[config.mk]
export PLATFORM = sky130hd
export DESIGN_NAME = led_pwm_ctrl
export DESIGN_NICKNAME = d
export VERILOG_FILES = /design/src/rtl/led_pwm_pkg.sv /design/src/rtl/led_pwm_channel.sv /design/src/rtl/led_pwm_ctrl.sv
export SDC_FILE = /design/constraint.sdc
export NUM_CORES = 1
export LEC_CHECK = 0
export ABC_AREA = 1
export BUFFER_PORTS_ARGS = -buffer_cell sky130_fd_sc_hd__buf_2
export CORE_MARGIN = 3
export CORE_UTILIZATION = 50
export CTS_CLUSTER_SIZE = 24
export DETAILED_ROUTE_END_ITERATION = 16
export PLACE_DENSITY = 0.72
export SLEW_MARGIN = 15
export SYNTH_ARGS = -nofsm -noshare
export SYNTH_HDL_FRONTEND = slang
export SYNTH_SLANG_ARGS = --single-unit
[constraint.sdc]
create_clock -name clk -period 1.3 [get_ports clk]
set_input_delay 0.13 -clock clk [delete_from_list [all_inputs] [get_ports clk]]
set_output_delay 0.13 -clock clk [all_outputs]
set_load 0.01 [all_outputs]
[src/rtl/led_pwm_pkg.sv]
// led_pwm_pkg: register offsets and channel count shared by the LED PWM controller
package led_pwm_pkg;
  localparam int NUM_CH = 8;
  localparam logic [7:0] OFS_EN = 8'd0;
  localparam logic [7:0] OFS_DUTY0 = 8'd1;
  localparam logic [7:0] OFS_BLINK = 8'd9;
endpackage

[src/rtl/led_pwm_channel.sv]
// led_pwm_channel: one LED channel, active duty register, compare and output flop
// Ports: clk/rst (sync, active-high); load_i copies shadow_i into the active duty;
// en_i/blank_i gate the output; cnt_i is the shared period counter; led_o is registered.
module led_pwm_channel #(
  parameter int PWM_BITS = 4
) (
  input  logic                clk,
  input  logic                rst,
  input  logic                load_i,
  input  logic                en_i,
  input  logic                blank_i,
  input  logic [PWM_BITS-1:0] shadow_i,
  input  logic [PWM_BITS-1:0] cnt_i,
  output logic                led_o
);
  logic [PWM_BITS-1:0] act_q;
  logic                led_q;
  always_ff @(posedge clk) begin
    if (rst) begin
      act_q <= '0;
      led_q <= 1'b0;
    end else begin
      if (load_i) act_q <= shadow_i;
      led_q <= en_i & ~blank_i & (cnt_i < act_q);
    end
  end
  assign led_o = led_q;
endmodule

[src/rtl/led_pwm_ctrl.sv]
// led_pwm_ctrl: PicoBlaze-mapped 8-channel LED PWM controller
// Ports: clk, rst (sync, active-high); port_id/out_port/write_strobe PicoBlaze write bus;
// led[7:0] registered LED drive. Optional blink register enabled by LED_PWM_CTRL_BLINK_EN.
module led_pwm_ctrl
  import led_pwm_pkg::*;
#(
  parameter logic [7:0] BASE_ADDR = 8'h00,
  parameter int         PWM_BITS  = 4,
  parameter int         PRESCALE  = 1
) (
  input  logic       clk,
  input  logic       rst,
  input  logic [7:0] port_id,
  input  logic [7:0] out_port,
  input  logic       write_strobe,
  output logic [7:0] led
);
  localparam int MAX = 2 ** PWM_BITS - 1;
  localparam int PW = PRESCALE > 1 ? $clog2(PRESCALE) : 1;
  localparam logic [PW-1:0] PRE_TOP = PW'(PRESCALE - 1);
  localparam logic [PWM_BITS-1:0] CNT_TOP = PWM_BITS'(MAX - 1);
  logic [PW-1:0]       pre_q, pre_d;
  logic [PWM_BITS-1:0] cnt_q, cnt_d;
  logic [7:0]          en_q, en_d;
  logic [PWM_BITS-1:0] duty_q [NUM_CH];
  logic [PWM_BITS-1:0] duty_d [NUM_CH];
  logic [7:0]          ofs, blank;
  logic                tick, wrap;
  assign ofs  = port_id - BASE_ADDR;
  assign tick = pre_q == PRE_TOP;
  assign wrap = tick && cnt_q == CNT_TOP;
  always_comb begin
    pre_d = tick ? '0 : pre_q + PW'(1);
    cnt_d = wrap ? '0 : cnt_q + PWM_BITS'(tick);
    en_d  = write_strobe && ofs == OFS_EN ? out_port : en_q;
    for (int i = 0; i < NUM_CH; i++)
      duty_d[i] = write_strobe && ofs == OFS_DUTY0 + 8'(i) ? out_port[PWM_BITS-1:0] : duty_q[i];
  end
  always_ff @(posedge clk) begin
    if (rst) begin
      pre_q  <= '0;
      cnt_q  <= '0;
      en_q   <= '0;
      duty_q <= '{default: '0};
    end else begin
      pre_q  <= pre_d;
      cnt_q  <= cnt_d;
      en_q   <= en_d;
      duty_q <= duty_d;
    end
  end
`ifdef LED_PWM_CTRL_BLINK_EN
  logic [7:0] blink_q, blink_d;
  logic [3:0] per_q;
  logic       phase_q;
  always_comb blink_d = write_strobe && ofs == OFS_BLINK ? out_port : blink_q;
  // phase flips on the 16th completed period
  always_ff @(posedge clk) begin
    if (rst) begin
      blink_q <= '0;
      per_q   <= '0;
      phase_q <= 1'b0;
    end else begin
      blink_q <= blink_d;
      if (wrap) begin
        per_q <= per_q + 4'd1;
        if (per_q == 4'd15) phase_q <= ~phase_q;
      end
    end
  end
  assign blank = blink_q & {8{phase_q}};
`else
  assign blank = '0;
`endif
  for (genvar c = 0; c < NUM_CH; c++) begin : g_ch
    led_pwm_channel #(.PWM_BITS(PWM_BITS)) u_ch (
      .clk     (clk),
      .rst     (rst),
      .load_i  (wrap),
      .en_i    (en_q[c]),
      .blank_i (blank[c]),
      .shadow_i(duty_q[c]),
      .cnt_i   (cnt_q),
      .led_o   (led[c])
    );
  end
endmodule

Word-level counts from Yosys, hierarchy flattened
Index checks and enable logic that the tools add are counted.

Register bits: 85. Input port bits: 19. Output and inout port bits: 8. Logic and storage cells: 68.

Add/sub/neg operators: 2. $lt $le $gt $ge: 8. Equality and inequality tests: 9. Bitwise operators: 9. Reductions and logical operators: 13.

Operators by type and width (count): == test 8 x 3 -> 1 bit (second input constant) (4); less-than comparator 4 bit (8); == test 8 x 2 -> 1 bit (second input constant) (2); logical AND 1 bit (10); AND 1 bit (8); == test 8 x 1 -> 1 bit (second input constant) (1); == test 8 x 4 -> 1 bit (second input constant) (1); logical NOT 8 bit (1); adder 4 x 1 -> 4 bit (1); == test 4 bit (second input constant) (1); OR reduction 2 bit (2); adder 1 bit (second input constant) (1); NOT 1 bit (1).

Depth between registers and ports, before layout
Gate-level depths: netlist of the first run.

Word-level depth: 3. Depth in mapped cells: 7. Mapped depth without buffers: 7.

Modules after synthesis
Synthesis of the first run repeated with hierarchy kept, for this count alone.

Cell total of the unflattened synthesis: 542. Area total of the unflattened synthesis: 4033.9 µm².

Modules (own cells, without submodules): led_pwm_channel (times used 8, cells an instance 34, area each 255.2 µm², sequential area each 100.1 µm²); led_pwm_ctrl (times used 1, cells an instance 270, area each 1991.9 µm², sequential area each 900.9 µm²).

Worst setup path after synthesis of the first run
OpenSTA, ideal clock, no wires.

Kind: flip-flop to flip-flop. From: register cnt_q[2]. To: register g_ch[6].u_ch.act_q[0]. Library setup time: 0.119 ns. Data arrival time: 1.160 ns. Required time: 1.181 ns. Slack: 0.021 ns. Cell stages (with the launch flop): 8. Path buffers: 2. Period minus slack after synthesis: 1.279 ns. Cells stage by stage: dfxtp_1 nand2_1 nor2_1 nand2_1 buf_6 buf_6 o21ai_0 a21oi_1.

Word-level cells in the longest chain between the ends: 2.

RTL lines: start, declared (RTL line led_pwm_ctrl.sv:23) `logic [PWM_BITS-1:0] cnt_q, cnt_d;`; start signal, assigned (RTL line led_pwm_ctrl.sv:47) `cnt_q <= cnt_d;`; == test 4 bit (RTL line led_pwm_ctrl.sv:31) `assign wrap = tick && cnt_q == CNT_TOP;`; logical AND 1 bit (RTL line led_pwm_ctrl.sv:31); end signal, assigned (RTL line led_pwm_channel.sv:23) `if (load_i) act_q <= shadow_i;`; end, declared (RTL line led_pwm_channel.sv:16) `logic [PWM_BITS-1:0] act_q;`.

Every way passes these cells. A chain may end at the register's enable or synchronous reset.

Worst setup path in the final report of the first run
From: register cnt_q[1]. To: register g_ch[7].u_ch.led_q.

Word-level cells in the longest chain between the ends: 2.

RTL lines: less-than comparator 4 bit (RTL line led_pwm_channel.sv:24) `led_q <= en_i & ~blank_i & (cnt_i < act_q);`; AND 1 bit (RTL line led_pwm_channel.sv:24); end signal, assigned (RTL line led_pwm_channel.sv:24); end, declared (RTL line led_pwm_channel.sv:17) `logic led_q;`.

Every way passes these cells.

==> results.cfg, run 1 <==
[place]
port_buffers = 26
hpwl_um = 5520
gp_congestion = 0.839
dpl.cell_count = 632

[clocking]
cts_buffers = 9
cts_tree = done
cts.clk_slew.worst_paths_ps = 80
cts_setup_buffers = 0
cts-root-buf = clkbuf_8
clk_path_buf_depth = 2
clock_latency_ps = 360
clock-sinks = 85
htreeDepth = 3

[sta]
layout_min_cycle_time_ps = 1210
finalSetupViolCount = 0
tns_ps = 0
hold_violations = 0
clock_skew_ps = 9.03
hold_ws_ps = 76.9
fmax_mhz = 830
rsz0062_at_grt = true
drv_slew = 0
period_share_pct = 92.7

[floorplan]
rows = 31
initial_core_util_pct = 52.9
core_um2 = 7410
ios = 27
die_area_um2 = 8930
die_w_um = 94.5
die_y_um = 94.5

[final_layout]
final_common_cell = dfxtp_1
fin_nets = 589
fin_util_pct = 59.9
finish.cell_count_without_fillers = 648
layout.cells.most_common_list = dfxtp_1 (84), nor2_1 (74), nand2_1 (69)
syn_to_final_growth_pct = 13.2
diodes = 0
layout-drive-gt1-share_pct = 12.9

[power]
p_leak_nw = 1.88
power_frac_comb_pct = 6.7
net-switching-power_mw = 1.17
sw_frac_of_total_pct = 21.7
clkPwrFrac_pct = 44.7
p_seq_share_pct = 48.6
p_per_area_nw_per_um2 = 1210
internal_power_mw = 4.22
peakVddDrop_mv = 0.628
power_mw = 5.39

[min_path]
hold_depth = 2
worstHoldStart = rst
hold_end = g_ch[2].u_ch.led_o
hp-class = primary input to flip-flop

[logic_synthesis]
avgSynthCellArea_um2 = 7.48
synth_seq_area_share_pct = 43.4
postSynthRegisterBits = 85
syn-cell-area_um2 = 3920
syn-instance-count = 524
synth_nets = 569
ys_warn_count = 0
synth_cell_types = 22

[setup_path]
timing.rr.start = cnt_q[1]
endpoint_kind = flip-flop
crit_buf_inv = 1
cp_slowest_cell = dfxtp_2
crit_required_ps = 1590
critPathMaxFanout = 10
worst_ep_arrival_time_ps = 1490
reg2reg_depth = 7
path_cells = buf_12 -> ha_1 -> o21ai_0 -> nand2_1 -> nand2_1 -> nand3_1 -> nor2_1
cp_common_cell = nand2_1
critPathTopFamily = flip-flops
startpoint_type = flip-flop
r2r_slack_ps = 90
crit_type = flip-flop to flip-flop
r2r_end = g_ch[7].u_ch.led_o
max_stage_delay_ps = 340

[global_routing]
grt_start_max_net_pins = 74
grt_pass1_vias = 2940
grt_pass1_wl_um = 13600
antenna_found_initial = 0
overflow = 0
gr-usage-all-layers_pct = 19.6

[run_status]
status = complete, no violations

[drt]
drtIter0Drc = 184
viasPerCell = 4.97
drc = 0
vias = 3221
routed_wl_um = 8180
routedWlPerCell_um = 12.6
dr.pass1.iters = 5
postRouteAntennaNets = 0

[job]
max_cap_violations = 0
-- layout make-up --
cell class                 count  area, um2
clock buffer                  10        128
clock inverter                 6        134
fill                         674       2970
inverter                      68        255
multi-input combinational    339       1760
sequential                    85       1700
tap                           99        124
timing repair buffer          41        330
-- sequential cells by signal, summed over array words and instances (netlist names) --
name             count
g_ch.u_ch.act_q     32
cnt_q                4
pre_q                1
g_ch.u_ch.led_o      8
en_q                 8
duty_q              32
-- power by group through the flow --
stage          clock network, mW  logic (mW)  registers [mW]
5_1_grt                     2.55       0.415            2.62
3_3_place_gp                   0       0.339            2.68
4_1_cts                     2.44       0.352            2.62
2_1_floorplan                  0       0.216            2.69
3_5_place_dp                   0       0.348            2.68
6_report                    2.41       0.361            2.62
-- layer usage --
metal,share of wire [%],vias up,global-route usage [%]
li1,-,1710,-
met1,48,1433,25.6
met5,0,-,0
met4,1.3,0,6.97
met3,5.1,6,3.67
met2,46,72,32.4
-- what timing repair did --
item	in CTS	in global routing
hold buffers	0	0
setup endpoints to repair	0	10
gates resized for setup	0	9
-- worst reg2reg max path, cell delays in order, from the launching register on --
cell	delay, ps
dfxtp_2	340
buf_12	140
ha_1	280
o21ai_0	90
nand2_1	80
nand2_1	70
nand3_1	60
nor2_1	90
-- worst max-delay path by stage --
stage	startpoint	end	slack, ps	cells past startpoint
6_report	cnt_q[1]	g_ch[7].u_ch.led_o	90	7
5_1_grt	cnt_q[1]	g_ch[0].u_ch.led_o	-20	7
4_1_cts	cnt_q[1]	g_ch[5].u_ch.act_q[1]	30	6
3_5_place_dp	cnt_q[1]	g_ch[5].u_ch.act_q[1]	40	6
3_3_place_gp	cnt_q[1]	g_ch[1].u_ch.act_q[3]	110	6
2_1_floorplan	cnt_q[2]	g_ch[6].u_ch.act_q[0]	20	7
-- cell families (layout without fill, tap and decap cells) --
| family | count (synthesis) | count (layout) | share of synthesized area [%] |
|---|---|---|---|
| AOI/OAI and AO/OA | 104 | 104 | 13.3 |
| xor gates and xnor gates | 2 | 2 | 0.447 |
| DFF | 85 | 85 | 43.4 |
| other | 1 | 1 | 0.0957 |
| and+or+nand+nor | 206 | 206 | 22.3 |
| adders and majority gates | 26 | 26 | 8.30 |
| buffers and inverters | 100 | 125 | 12.1 |
-- per-stage QoR --
step	setup WS (ps)	cell area, um2
CTS	30.7	4410
finish	94.6	4440
detailed placement	37.9	4150
floorplan	20.7	3920
global route	-20.7	4440
global placement	108	4150
-- cell usage after synthesis --
cell type	number	share of area, %
ha_1	26	8.3
dfxtp_1	85	43
inv_2	1	0.096
xnor2_1	1	0.22
clkinv_1	4	0.38
nand2_2	1	0.16
buf_1	1	0.096
xor2_1	1	0.22
nand3_1	53	6.8
buf_2	7	0.89
nor2_4	2	0.57
nand2_1	69	6.6
buf_6	5	1.4
conb_1	1	0.096
a21oi_1	64	8.2
nor2_2	7	1.1
inv_1	63	6.0
buf_4	14	2.7
o21ai_1	8	1.0
clkbuf_1	5	0.48
o21ai_0	32	4.1
nor2_1	74	7.1
No activity file was read; power rests on OpenSTA's default activity.
==> run 2: changes to the inputs <==
--- a/config.mk
+++ b/config.mk
@@ -5,7 +5,6 @@
 export SDC_FILE = /design/constraint.sdc
 export NUM_CORES = 1
 export LEC_CHECK = 0
-export ABC_AREA = 1
 export BUFFER_PORTS_ARGS = -buffer_cell sky130_fd_sc_hd__buf_2
 export CORE_MARGIN = 3
 export CORE_UTILIZATION = 50
==> run 2 against run 1 <==
Via count decreased by 9.7%. Synthesized area increased by 0.54%. Count of clock-buffer cells in the layout increased by 3. Critical endpoint is now g_ch[4].u_ch.led_o.
==> results.cfg, run 2 <==
[run_status]
status = complete, no violations

[logic_synthesis]
yosysMostFrequentCell = dfxtp_1
synth_seq_area_share_pct = 43.2
syn-instance-count = 415
synth_largest_area_cell = dfxtp_1
ys_top_cells_by_count = dfxtp_1 (85), nand2b_1 (56), mux2i_1 (40)
synth_enable_flop_cells = 0
synthTopCellsByArea = dfxtp_1 (43%), mux2i_1 (10%), nand2b_1 (8.9%), ha_1 (8.3%), nand3_1 (4.3%)
postSynthRegisterBits = 85
syn-cell-area_um2 = 3940
synth_cell_types = 30
ys_warn_count = 0
synth_top_area_share_pct = 43.2
synthArstFlopShare_pct = 0
synth_ff_type = dfxtp_1
avgSynthCellArea_um2 = 9.49
synth_nets = 460

[final_layout]
layout.cells.most_common_list = dfxtp_1 (80), nand2b_1 (56), mux2i_1 (40)
fin_util_pct = 61.1
finish.cell_count_without_fillers = 535
reg_top3 = duty_q (32), g_ch.u_ch.act_q (32)
layout-drive-gt1-share_pct = 20.0
final_area_um2 = 4550
fillers = 658
syn_to_final_growth_pct = 15.6
multiInputGateArea_um2 = 2070
diodes = 0
ff_latch_area_um2 = 1710
final_common_cell = dfxtp_1
fin_nets = 476

[floorplan]
die_w_um = 94.8
die_area_um2 = 8980
die_y_um = 94.8
core_um2 = 7450
ios = 27
initial_core_util_pct = 52.9
rows = 31

[setup_path]
worst_ep_arrival_time_ps = 1550
crit_required_ps = 1560
critPathMaxFanout = 12
crit_buf_inv = 0
cp_slowest_cell = dfxtp_4
startpoint_type = flip-flop
max_stage_delay_ps = 410
endpoint_kind = flip-flop
path_cells = ha_1 -> a211o_1 -> a211oi_2
crit_type = flip-flop to flip-flop
critPathTopFamily = compound AO/OA/AOI/OAI gates

[place]
placed_area_um2 = 4190
gp_congestion = 0.747
dp_slack_ps = -132
hpwl_um = 5410
port_buffers = 26
dpl.cell_count = 517

[clocking]
cts-root-buf = clkbuf_8
clock-sinks = 85
clock_latency_ps = 350
cts.clk_slew.worst_paths_ps = 80
cts_buffers = 9
htreeDepth = 3
postCtsHoldBufs = 0
cts_tree = done
clk_path_buf_depth = 2

[global_routing]
overflow = 0
grt_pass1_vias = 2782
grt_start_max_net_pins = 76
grt_pass1_wl_um = 13600
gr-usage-all-layers_pct = 19.7
antenna_found_initial = 0

[sta]
slew_headroom_pct = 64.1
rsz0062_at_grt = true
period_share_pct = 98.8
hold_violations = 0
tns_ps = 0
clock_skew_ps = 4.37
finalSetupViolCount = 0
fmax_mhz = 779
setup_ws_ps = 15.8
hold_ws_ps = 33.8
drv_slew = 0
worstMarginPinSlew_ps = 538
layout_min_cycle_time_ps = 1280

[power]
p_leak_nw = 1.82
peakVddDrop_mv = 0.474
p_per_area_nw_per_um2 = 1070
power_mw = 4.87

[min_path]
hp-class = primary input to flip-flop

[drt]
routed_wl_um = 8470
postRouteAntennaNets = 0
drc = 0
dr.pass1.iters = 4
vias = 2910
drtIter0Drc = 86
routedWlPerCell_um = 15.8
viasPerCell = 5.44

[job]
max_cap_violations = 0
## run 2: cell count changes after synthesis, moves of 19 or more
cell and delta:
a21oi_1 -32, clkbuf_1 +20, inv_1 -38, mux2i_1 +40, nand2_1 -69, nand2b_1 +56
nand3_1 -19, nor2_1 -72
## run 2: what timing repair did
| item | CTS | global route |
|---|---|---|
| setup endpoints to repair | 44 | 40 |
| setup buffers | 0 | 2 |
| gates resized for setup | 6 | 18 |
| endpoints found under the hold margin | 0 | 0 |
| pin swaps | 0 | 5 |
## run 2: layout make-up
class | count | area share, %
Clock buffer | 13 | 3.71
Clock inverter | 3 | 0.934
Timing Repair Buffer | 43 | 7.58
Multi-Input combinational cell | 267 | 45.4
Inverter | 25 | 2.06
Tap cell | 99 | 2.72
Sequential cell | 85 | 37.6
## run 2: where the power goes
group | total [mW] | switching (mW) | internal (mW)
combinational | 0.309 | 0.170 | 0.139
clock | 1.94 | 0.893 | 1.04
sequential | 2.63 | 0.0191 | 2.61
## run 2: path summary, 6_finish.rpt
| check | from | to | slack (ps) | depth (start not counted) |
|---|---|---|---|---|
| worst max-delay path | cnt_q[1] | g_ch[4].u_ch.led_o | 20 | 3 |
| worst min-delay path | out_port[5] | en_q[5] | 30 | 3 |
| worst max register to register | cnt_q[1] | g_ch[4].u_ch.led_o | 20 | 3 |
| worst min register to register | duty_q[21] | g_ch[2].u_ch.act_q[1] | 470 | 2 |
## run 2: routing by layer
metal | vias up | global-route usage [%] | share of wire, %
met5 | - | 0 | 0
met4 | 0 | 6.13 | 1.4
met1 | 1381 | 25.7 | 47
li1 | 1460 | - | -
met3 | 9 | 4.78 | 4.6
met2 | 60 | 32.3 | 47
## run 2: worst reg2reg max path: stages, from the launching register on
cell	delay [ps]
dfxtp_4	410
ha_1	310
a211o_1	270
a211oi_2	200
## run 2: cell families after synthesis
logic type,Yosys count,synth area share (%)
AO/OA/AOI/OAI,88,13.0
XOR/XNOR,2,0.445
adder cells (fa/ha/maj),26,8.26
buffers and inverters,63,7.05
flip-flops,85,43.2
multiplexers,40,10.2
other,1,0.0952
AND/OR/NAND/NOR,110,17.8
==> run 3: changes to the inputs <==
--- a/config.mk
+++ b/config.mk
@@ -7,10 +7,10 @@
 export LEC_CHECK = 0
 export BUFFER_PORTS_ARGS = -buffer_cell sky130_fd_sc_hd__buf_2
 export CORE_MARGIN = 3
-export CORE_UTILIZATION = 50
+export CORE_UTILIZATION = 54
 export CTS_CLUSTER_SIZE = 24
 export DETAILED_ROUTE_END_ITERATION = 16
-export PLACE_DENSITY = 0.72
+export PLACE_DENSITY = 0.73
 export SLEW_MARGIN = 15
 export SYNTH_ARGS = -nofsm -noshare
 export SYNTH_HDL_FRONTEND = slang
==> constraint.sdc (replaced) <==
create_clock -name clk -period 1.6 [get_ports clk]
set_input_delay 0.16 -clock clk [delete_from_list [all_inputs] [get_ports clk]]
set_output_delay 0.16 -clock clk [all_outputs]
set_load 0.01 [all_outputs]
==> run 3 against run 2 <==
Clock skew increased by 2.5 ps. Cell count is 0.75% lower. Utilization increased by 1.3 points. Critical path depth is the same. Die area shrank 6.9%. Critical path type unchanged. Largest power group unchanged.
==> results.cfg, run 3 (synthesis results as in run 2) <==
[drt]
dr.pass1.iters = 4
drc = 0
drtIter0Drc = 171
routed_wl_um = 8010
viasPerCell = 5.48
postRouteAntennaNets = 0
routedWlPerCell_um = 15.1
vias = 2909

[power]
p_per_area_nw_per_um2 = 883
peakVddDrop_mv = 0.464
power_frac_comb_pct = 5.9
clkPwrFrac_pct = 38.2
p_seq_share_pct = 55.9
net-switching-power_mw = 0.878
sw_frac_of_total_pct = 22.9
p_leak_nw = 1.79
internal_power_mw = 2.95

[final_layout]
diodes = 0
reg_top3 = duty_q (32), g_ch.u_ch.act_q (32)
ff_latch_area_um2 = 1700
multiInputGateArea_um2 = 1960
finish.cell_count_without_fillers = 531
syn_to_final_growth_pct = 10.1
final_area_um2 = 4340
layout-drive-gt1-share_pct = 14.9
layout.cells.most_common_list = dfxtp_1 (84), nand2b_1 (56), mux2i_1 (40)
fillers = 602
final_common_cell = dfxtp_1
fin_nets = 475

[global_routing]
grt_pass1_wl_um = 13900
grt_pass1_vias = 2798
grt_start_max_net_pins = 34
overflow = 0
antenna_found_initial = 0
gr-usage-all-layers_pct = 20.9

[clocking]
cts.clk_slew.worst_paths_ps = 80
cts_buffers = 9
clock-sinks = 85
clock_latency_ps = 350
clk_path_buf_depth = 2
htreeDepth = 3
cts-root-buf = clkbuf_8
cts_tree = done

[setup_path]
startpoint_type = flip-flop
crit_start = cnt_q[1]
crit_type = flip-flop to flip-flop
worst_ep_arrival_time_ps = 1670
crit_required_ps = 1850
endpoint_kind = flip-flop
timing.rr.start = cnt_q[1]
critPathMaxFanout = 12

[min_path]
worstHoldStart = out_port[4]
hp-class = primary input to flip-flop

[place]
placed_area_um2 = 4140
dp_slack_ps = -7.74
hpwl_um = 5370
port_buffers = 26
dpl.cell_count = 515
gp_congestion = 0.788

[sta]
rsz0062_at_grt = false
finalSetupViolCount = 0
setup_ws_ps = 182
drv_slew = 0
fmax_mhz = 705
clock_skew_ps = 6.91
layout_min_cycle_time_ps = 1420
hold_violations = 0
period_share_pct = 88.6

[floorplan]
core_um2 = 6940
ios = 27
die_area_um2 = 8350
die_w_um = 91.4
rows = 30
initial_core_util_pct = 56.7
die_y_um = 91.4

[run_status]
status = complete, no violations

[job]
max_cap_violations = 0
run 3: metal layers:
layer	vias up	global-route usage, %	routed length, um
met3	13	3.98	396
li1	1451	-	-
met5	-	0	0
met2	86	31.5	3710
met4	0	8.67	136
met1	1359	29.2	3770
run 3: layout make-up:
class	count	share of cell area [%]
multi-input combinational	267	45.2
sequential	85	39.3
timing repair buffer	42	6.06
clock buffer	13	4.13
tap	96	2.77
inverter	25	2.16
clock inverter	3	0.404
run 3: repair_timing:
item                       in CTS  in global routing
gates resized for setup         1                  0
setup buffers                   0                  0
setup endpoints to repair       1                  0
hold buffers                    0                  0
run 3: stage by stage:
stage	total power [mW]	hold WS, ps	setup TNS (ps)	utilization [%]
after floorplan	2.33	316	0	-
after global placement	2.41	425	0	59.6
after detailed placement	2.42	440	-7.74	59.6
after CTS	3.85	60.4	0	62.4
after global routing	3.98	68.2	0	62.4
final	3.83	67.6	0	62.4
run 3: power groups by stage:
stage                     clock (mW)  combinational [mW]  sequential (mW)
after floorplan                    0               0.145             2.18
after global placement             0               0.220             2.19
after detailed placement           0               0.226             2.19
after CTS                       1.49               0.226             2.14
after global routing            1.59               0.251             2.14
final                           1.46               0.225             2.14
run 3: final timing paths:
| kind | to | slack, ps | cells past startpoint |
|---|---|---|---|
| setup reg to reg | g_ch[1].u_ch.led_o | 180 | 3 |
| hold / removal | en_q[4] | 70 | 3 |
| hold reg to reg | g_ch[6].u_ch.act_q[1] | 470 | 2 |
| setup / recovery | g_ch[1].u_ch.led_o | 180 | 3 |
run 3: critical path, stage by stage, from the launching register on:
cell      delay, ps
dfxtp_2         500
ha_1            280
a211o_1         250
a211oi_1        270
